`config.mk`:
```
export PLATFORM = sky130hd
export DESIGN_NAME = epc_stack
export DESIGN_NICKNAME = d
export VERILOG_FILES = /design/src/rtl/epc_pkg.sv /design/src/rtl/epc_lifo.sv /design/src/rtl/epc_stack.sv
export SDC_FILE = /design/constraint.sdc
export NUM_CORES = 1
export LEC_CHECK = 0
export CORE_MARGIN = 2
export CORE_UTILIZATION = 38
export CTS_CLUSTER_SIZE = 40
export DETAILED_ROUTE_END_ITERATION = 8
export GPL_ROUTABILITY_DRIVEN = 0
export PLACE_DENSITY = 0.65
export RECOVER_POWER = 50
export SLEW_MARGIN = 20
export SYNTH_ARGS = -nofsm -noshare
export SYNTH_HDL_FRONTEND = slang
export SYNTH_SLANG_ARGS = --single-unit
```
`constraint.sdc`:
```
create_clock -name clk -period 4.7 [get_ports clk]
set_clock_uncertainty 0.1 [all_clocks]
set_input_delay 0.94 -clock clk [delete_from_list [all_inputs] [get_ports clk]]
set_output_delay 0.94 -clock clk [all_outputs]
set_load 0.05 [all_outputs]
```
`src/rtl/epc_pkg.sv`:
```
// rtl/epc_pkg.sv - epc_stack shared types, Mode_Set encoding and defaults (EPC_MODE_SAVE_EN)
package epc_pkg;

  localparam int EPC_DEPTH = 4;
  localparam int EPC_PC_W  = 16;

  typedef enum logic [1:0] {
    IDLE  = 2'd0,
    POP   = 2'd1,
    FLUSH = 2'd2
  } epc_state_e;

  localparam logic [1:0] MS_HOLD = 2'b00;
  localparam logic [1:0] MS_M00  = 2'b01;
  localparam logic [1:0] MS_M01  = 2'b10;
  localparam logic [1:0] MS_CLRK = 2'b11;

`ifdef EPC_MODE_SAVE_EN
  localparam int EPC_MODE_W = 2;
  typedef struct packed {
    logic [EPC_PC_W-1:0] pc;
    logic [1:0]          mode;
  } epc_entry_t;
`else
  localparam int EPC_MODE_W = 0;
  typedef struct packed {
    logic [EPC_PC_W-1:0] pc;
  } epc_entry_t;
`endif

  // Saved pre-exception mode -> monitor Mode_Set command.
  function automatic logic [1:0] mode_map(input logic [1:0] m);
    case (m)
      2'b00:   return MS_M00;
      2'b01:   return MS_M01;
      default: return MS_CLRK;
    endcase
  endfunction

endpackage

```
`src/rtl/epc_lifo.sv`:
```
// rtl/epc_lifo.sv - saved-PC LIFO storage with occupancy and full/empty flags
module epc_lifo
  import epc_pkg::*;
#(
  parameter int DEPTH = EPC_DEPTH,
  parameter int W     = EPC_PC_W
) (
  input  logic                   clk,
  input  logic                   rst,
  input  logic                   push,
  input  logic                   pop,
  input  logic [W-1:0]           push_data,
  output logic [W-1:0]           top_data,
  output logic [$clog2(DEPTH):0] level,
  output logic                   full,
  output logic                   empty
);

  localparam int          AW      = $clog2(DEPTH);
  localparam logic [AW:0] LVL_MAX = (AW+1)'(DEPTH);

  logic [W-1:0]  mem [DEPTH];
  logic [AW-1:0] wr_idx;
  logic [AW-1:0] top_idx;

  assign full     = (level == LVL_MAX);
  assign empty    = (level == '0);
  assign wr_idx   = level[AW-1:0];
  // When full the low bits wrap to 0, so top_idx lands on DEPTH-1.
  assign top_idx  = wr_idx - 1'b1;
  assign top_data = mem[top_idx];

  always_ff @(posedge clk) begin
    if (push && !full) mem[wr_idx] <= push_data;
  end

  always_ff @(posedge clk or negedge rst) begin
    if (!rst)                 level <= '0;
    else if (push && !full)   level <= level + 1'b1;
    else if (pop && !empty)   level <= level - 1'b1;
  end

endmodule

```
`src/rtl/epc_stack.sv`:
```
// rtl/epc_stack.sv - exception-return unit: EPC LIFO, return FSM and redirect (EPC_MODE_SAVE_EN)
module epc_stack
  import epc_pkg::*;
#(
  parameter int DEPTH = EPC_DEPTH,
  parameter int PC_W  = EPC_PC_W
) (
  input  logic                   clk,
  input  logic                   rst,
  input  logic                   store_current,
  input  logic [PC_W-1:0]        cur_pc,
  input  logic [1:0]             cur_mode,
  input  logic                   ret_req,
  output logic                   ret_j,
  output logic [PC_W-1:0]        ret_pc,
  output logic [1:0]             mode_set,
  output logic [$clog2(DEPTH):0] level,
  output logic                   ovf,
  output logic                   unf
);

  localparam int EW = PC_W + EPC_MODE_W;

  epc_state_e    state;
  logic [EW-1:0] push_data;
  logic [EW-1:0] top_data;
  logic [1:0]    pop_mode;
  logic          full;
  logic          empty;
  logic          ret_ok;
  logic          pop_go;

`ifdef EPC_MODE_SAVE_EN
  assign push_data = {cur_pc, cur_mode};
  assign pop_mode  = mode_map(top_data[1:0]);
`else
  logic unused_cur_mode;
  assign unused_cur_mode = ^cur_mode;
  assign push_data       = cur_pc;
  assign pop_mode        = MS_CLRK;
`endif

  // An exception in the same cycle squashes the return instruction.
  assign ret_ok = ret_req && !store_current && (state == IDLE);
  assign pop_go = ret_ok && !empty;

  epc_lifo #(
    .DEPTH (DEPTH),
    .W     (EW)
  ) u_lifo (
    .clk       (clk),
    .rst       (rst),
    .push      (store_current),
    .pop       (pop_go),
    .push_data (push_data),
    .top_data  (top_data),
    .level     (level),
    .full      (full),
    .empty     (empty)
  );

  always_ff @(posedge clk or negedge rst) begin
    if (!rst) begin
      state    <= IDLE;
      ret_j    <= 1'b0;
      ret_pc   <= '0;
      mode_set <= MS_HOLD;
      ovf      <= 1'b0;
      unf      <= 1'b0;
    end else begin
      ret_j    <= pop_go;
      mode_set <= pop_go ? pop_mode : MS_HOLD;
      unf      <= ret_ok && empty;
      if (store_current && full) ovf <= 1'b1;
      if (pop_go) ret_pc <= top_data[EW-1 -: PC_W];
      unique case (state)
        IDLE:    if (pop_go) state <= POP;
        POP:     state <= FLUSH;
        default: state <= IDLE;
      endcase
    end
  end

endmodule

```
==> results.md, run 1 <==
* Synth Cell Area at 3420 um^2
* Largest cells by area after synthesis: edfxtp_1 56%, dfrtp_1 18%, mux4_1 6.1%, mux4_2 5.3%, mux2_4 3.5%
* Die area at 9770 um^2
* Global-route wire length before repair at 8.50 mm
* Fin crit share at 0.624
* CTS Root Cell: clkbuf_8
* CP max stage cell: clkdlybuf4s50_1
* Via Count at 1533
* Final core occ at 0.474
* Hold-fix buffers at CTS at 0
* Yosys cell types at 24
* Number of max-cap violations at 0
* Post-layout nets at 232
* Critical Path AT at approximately 1900 ps
* P per Cell Area at 684 nW/um^2
* Peak supply drop at approximately 0.00022 V
* Hold Fails Final Rpt at 0
* Top cell type's share of synthesized area at 0.562
* Critical path type: reg -> out
* Die Ht at between 90 and 100 um
* Post-synthesis mux area share at 0.179
* Simple-gate share of the synthesized area at 0.0234
* Vias per cell at 4.82
* Commonest non-fill, non-tap cell in the layout: edfxtp_1
* Largest area contributor in the netlist: edfxtp_1
* Synthesized flop and latch total at between 80 and 90
* Drc violations at 0
* Post-synthesis sequential area ratio at 0.738
* Post-Synth Adder-Cell Area at 0.0183
* Hold path cells at 1
* Worst-Skew Late Latency at around 350 ps
* Post-CTS setup buffers at 0
* Crit path max-delay family: buffers and inverters
* Startpoint types: register
* Run status: completed
* Port Buf Inserts at 43
* Drt wl/cell at 16.8 um
* DR iter-0 viols at 41
* Fraction of layout instances using a drive strength above 1 at 0.200
* Clk buf depth at 2
* Detailed Route WL at around 5.3 mm
* Core footprint at 8720 um^2
* Final Setup Violations at 0
* Crit-path max cell delay at 880 ps
* Starting Density at 0.392
* Initial antenna violation count at 0
* Syn Nets at 182
* Synth Area in Compound Gates at 0.00878
* Die W at 98.8 um
* Worst path buffer plus inverter count at 2
* GR Util All Layers at 0.119
* Syn Area/Cell at 22.1 um^2
* Ys async rst share at 0.273
* Xor-xnor portion of the synthesized cell area at 0.00769
* TritonCTS buffer count at 9
* RSZ-0062 raised after global routing: no
* Maximum fanout along the worst path at 22
* Largest net degree at the start of global routing at 23
* Remaining antenna violation count at 0
* Site Rows at 34
* Rel. slew slack at 0.262
* PostCTS Resize Cnt at 0
* Worst-path clk slew at 80 ps
* Vias in the first global route at 1582
* Max Freq at 341 MHz
* Register Area at 2520 um^2
* Crit end category: output pin
* Slew @ Worst Pin at roughly 1100 ps
* Min Tclk post-route at between 2000 and 3000 ps
* FILL cells at about 700
* Post-Synthesis Cells at 155
* CP Depth at 2
* Worst Hold Class: reg -> reg
* Grt ovf at 0
* Post-DP HPWL at around 3.2 mm
* Detailed-router iteration count before antenna repair at 4
* Clk sink count at 88
* Yosys warns at 0
* Worst-path cell chain: buf_4 -> clkdlybuf4s50_1
* Ant. Diodes at 0
* Slew Viols, Final at 0
* IO Pins at 46
* Number of synthesized flops with an enable pin at 64
* Static Leak at 1.51 nW
* Most frequent cells in the layout: 64 x edfxtp_1, 26 x clkdlybuf4s50_1, 24 x dfrtp_1
* Multi-input logic area at approximately 800 um^2
* CTS H-tree depth at 3
* Post-synth top flop: edfxtp_1
* Final setup TNS at 0 ps
* Main combinational cell family by area after synthesis: multiplexers
* Area Growth Syn to Fin at 20.8%
* CTS tree: built
* Critical Path RT at about 3700 ps
* Reg2reg path depth at 5
synth_stat cells, types with 2 or more instances:
master and instances:
and2_1 3, buf_4 2, buf_6 2, dfrtp_1 24
edfxtp_1 64, ha_1 5, inv_1 5, mux2_2 9
mux2_4 8, mux4_1 8, mux4_2 8, nor2_1 2
nor2b_1 2, xnor2_1 3
cells by family (layout without fill, tap and decap cells):
group                      Yosys count  in the layout
adders and majority gates            5              5
DFF                                 88             88
and+or+nand+nor                     10             10
muxes                               33             33
AOI/OAI and AO/OA                    4              4
xor gates and xnor gates             3              3
buffers and inverters               12             67
registers in the layout (all words and copies together) (netlist names):
name / flops
mode_set: 1
u_lifo.level: 3
ret_pc: 16
state: 2
ovf: 1
u_lifo.mem: 64
unf: 1
layout make-up:
class,count,area share
Multi-Input combinational cell,55,0.193
Inverter,5,0.00454
Tap cell,108,0.0327
Timing Repair Buffer,46,0.108
Clock inverter,5,0.0197
Clock buffer,11,0.0318
Sequential cell,88,0.611
path summary, 6_finish.rpt:
| kind | from | to | slack, ps |
|---|---|---|---|
| max in group asynchronous | rst | mode_set[0]$_DFF_PN0_ | 2520 |
| worst min register to register | state[1]$_DFFE_PN0P_ | state[1]$_DFFE_PN0P_ | 330 |
| worst max register to register | u_lifo.level[0]$_DFFE_PN0P_ | u_lifo.mem[2][0]$_DFFE_PP_ | 1950 |
| worst max-delay path | u_lifo.level[0]$_DFFE_PN0P_ | level[0] | 1770 |
| min in group asynchronous | rst | ret_pc[13]$_DFFE_PN0P_ | 940 |
| worst min-delay path | state[1]$_DFFE_PN0P_ | state[1]$_DFFE_PN0P_ | 330 |
stage by stage:
step / power [mW] / worst slack (ps) / area (um^2) / hold slack, ps / std cells
final: 2.82 / 1770 / 4130 / 331 / 318
after global routing: 2.97 / 1680 / 4130 / 350 / 318
after CTS: 2.87 / 1720 / 4150 / 376 / 318
after detailed placement: 2.32 / 1460 / 3940 / 359 / 302
after global placement: 2.31 / 1460 / 3940 / 351 / 302
after floorplan: 2.00 / 2100 / 3420 / 360 / 155
report_power, final:
group	internal, mW	switching, mW
combinational	0.494	0.658
sequential	1.05	0.0820
clock	0.300	0.246
metal layers:
| metal | wire, um | global-route usage | share of wire |
|---|---|---|---|
| met1 | 2200 | 0.145 | 0.41 |
| met2 | 2800 | 0.193 | 0.52 |
| met3 | 163 | 0.0234 | 0.031 |
| met4 | 175 | 0.0748 | 0.033 |
| met5 | 0 | 0 | 0 |
(Power assumes the default switching activity.)
==> run 2, diff against run 1 <==
==> constraint.sdc (replaced) <==
create_clock -name clk -period 2.77 [get_ports clk]
set_clock_uncertainty 0.1 [all_clocks]
set_input_delay 0.554 -clock clk [delete_from_list [all_inputs] [get_ports clk]]
set_output_delay 0.554 -clock clk [all_outputs]
set_load 0.05 [all_outputs]
==> run 2 against run 1 <==
Sequential share of layout area shrank 0.55 points. Register-to-register slack lost 1600 ps. Largest power group unchanged. First-iteration DRC count rose by 2.4%. Routed wire length grew 0.80%.
==> results.md, run 2 (synthesis gave the netlist of run 1 again) <==
* Commonest non-fill, non-tap cell in the layout: edfxtp_1
* Most frequent cells in the layout: 64 x edfxtp_1, 24 x clkdlybuf4s50_1, 24 x dfrtp_1
* Run status: completed
* Vias in the first global route at 1636 (+3.4%)
* P per Cell Area at 1130 nW/um^2 (+65%)
* Setup ws final at 390 ps (-1380 ps)
* R2r setup slk at 390 ps (-1560 ps)
* Fraction of layout instances using a drive strength above 1 at 0.240 (+0.0396)
* Hold-fix buffers at CTS at 0 (unchanged)
* DR iter-0 viols at 42 (+2.4%)
* TritonCTS buffer count at 9 (unchanged)
* Hold Fails Final Rpt at 0 (unchanged)
* Remaining antenna violation count at 0 (unchanged)
* Post-layout nets at 239 (+3.0%)
* Rel. slew slack at 0.0275 (-0.234)
* Post-CTS setup buffers at 0 (unchanged)
* Slew Viols, Final at 0 (unchanged)
* Site Rows at 34 (unchanged)
* Clk sink count at 88 (unchanged)
* Place WS at 234 ps (-1230 ps)
* Max Freq at 420 MHz
* CTS Root Cell: clkbuf_8
* Die area at 9770 um^2 (unchanged)
* Worst path buffer plus inverter count at 2 (unchanged)
* Critical path type: reg -> reg
* Detailed Route WL at 5.39 mm (+0.80%)
* Top Registers: u_lifo.mem (64), ret_pc (16), u_lifo.level (3)
* Metal-1 WL at 2.29 mm (+3.8%)
* RSZ-0062 raised after global routing: no
* Startpoint types: register
* Crit-path max cell delay at 800 ps (-80 ps)
* Core footprint at 8720 um^2 (unchanged)
* Largest Register: u_lifo.mem
* Crit path max-delay family: buffers and inverters
* Clk buf depth at 2 (unchanged)
* Number of flip-flops in the largest register at 64 (unchanged)
* Largest net degree at the start of global routing at 25 (+8.7%)
* Peak supply drop at 0.000445 V (+100%)
* Static Leak at 1.54 nW (+1.6%)
* Cells after DPL at 309 (+2.3%)
* Final core occ at 0.478 (+0.00430)
* CP max stage cell: clkbuf_1
* Vias per cell at 4.83 (+0.14%)
* Min Tclk post-route at between 2000 and 2500 ps
* Worst-path clk slew at 80 ps (about the same)
* Met2 Routed Length at 2.79 mm (-0.29%)
* DR top layer: met4
* Initial antenna violation count at 0 (unchanged)
* Grt ovf at 0 (unchanged)
* Via Count at 1569 (+2.3%)
* Worst Hold Class: reg -> reg
* Crit end category: register
* Post-Layout Cell Count at 325 (+2.2%)
* Global-route wire length before repair at 8.68 mm (+2.1%)
* Fin crit share at 0.859
* Area Growth Syn to Fin at 21.9%
* Maximum fanout along the worst path at 16 (-27%)
* Final Setup Violations at 0 (unchanged)
* PostCTS Resize Cnt at 0 (unchanged)
* CTS H-tree depth at 3 (unchanged)
* Worst-path cell chain: inv_1 -> ha_1 -> nand2b_1 -> nor2_1 -> clkbuf_1
* Detailed-router iteration count before antenna repair at 4 (unchanged)
* Final setup TNS at 0 ps (unchanged)
* Starting Density at 0.392 (unchanged)
* IO Pins at 46 (unchanged)
* Die Ht at 98.8 um (unchanged)
* Post-DP HPWL at 3.38 mm (+5.1%)
* Drc violations at 0 (unchanged)
* Routed wl met3 at 173 um (+6.1%)
* Ant. Diodes at 0 (unchanged)
* Critical Path RT at 2640 ps (-1020 ps)
* Critical Path AT at 2250 ps (+360 ps)
* GR Util All Layers at 0.121 (+0.00228)
* Number of max-cap violations at 0 (unchanged)
* Port Buf Inserts at 43 (unchanged)
* Worst-Skew Late Latency at 340 ps (about the same)
* Die W at 98.8 um (unchanged)
* Drt wl/cell at 16.6 um (-1.4%)
* CTS tree: built
* Slew @ Worst Pin at 1460 ps (+351 ps)
-- run 2: cell count changes in the layout (fill, tap and decap cells not counted) --
cell and change:
nor4b_1 -1, bufinv_16 -2, buf_4 +7, inv_6 +1, clkbuf_1 -1, buf_12 +1, clkinvlp_4 +2, dlygate4sd3_1 +1
clkdlybuf4s50_1 -2, nor4b_4 +1
-- run 2: cell type report --
type	count	area (um^2)
fill	718	4550
sequential	88	2520
multi-input combinational	55	811
timing repair buffer	53	508
tap	108	135
clock buffer	10	128
clock inverter	6	45.0
inverter	5	18.8
-- run 2: through the flow --
stage / cell area [um^2] / power [mW] / hold WS (ps)
after global routing: 4170 / 4.95 / 395
after floorplan: 3420 / 3.39 / 158
final: 4170 / 4.70 / 370
after CTS: 4180 / 4.76 / 375
after detailed placement: 4000 / 4.00 / 357
after global placement: 4000 / 3.97 / 353
-- run 2: where the power goes --
group          internal, mW  switching (mW)
Sequential             1.77           0.140
Combinational         0.889            1.14
Clock                 0.329           0.436
-- run 2: metal layers --
layer | track usage | vias up
met5 | 0 | -
met4 | 0.0695 | 0
met3 | 0.0206 | 10
met2 | 0.208 | 29
met1 | 0.142 | 802
li1 | - | 728
-- run 2: path summary, 6_finish.rpt --
check | from | endpoint | cells after the start
min reg2reg | ovf$_DFFE_PN0P_ | ovf$_DFFE_PN0P_ | 1
min in group asynchronous | rst | ret_pc[13]$_DFFE_PN0P_ | 2
max | u_lifo.level[1]$_DFFE_PN0P_ | u_lifo.mem[0][1]$_DFFE_PP_ | 5
max in group asynchronous | rst | u_lifo.level[1]$_DFFE_PN0P_ | 2
min | ovf$_DFFE_PN0P_ | ovf$_DFFE_PN0P_ | 1
max reg2reg | u_lifo.level[1]$_DFFE_PN0P_ | u_lifo.mem[0][1]$_DFFE_PP_ | 5
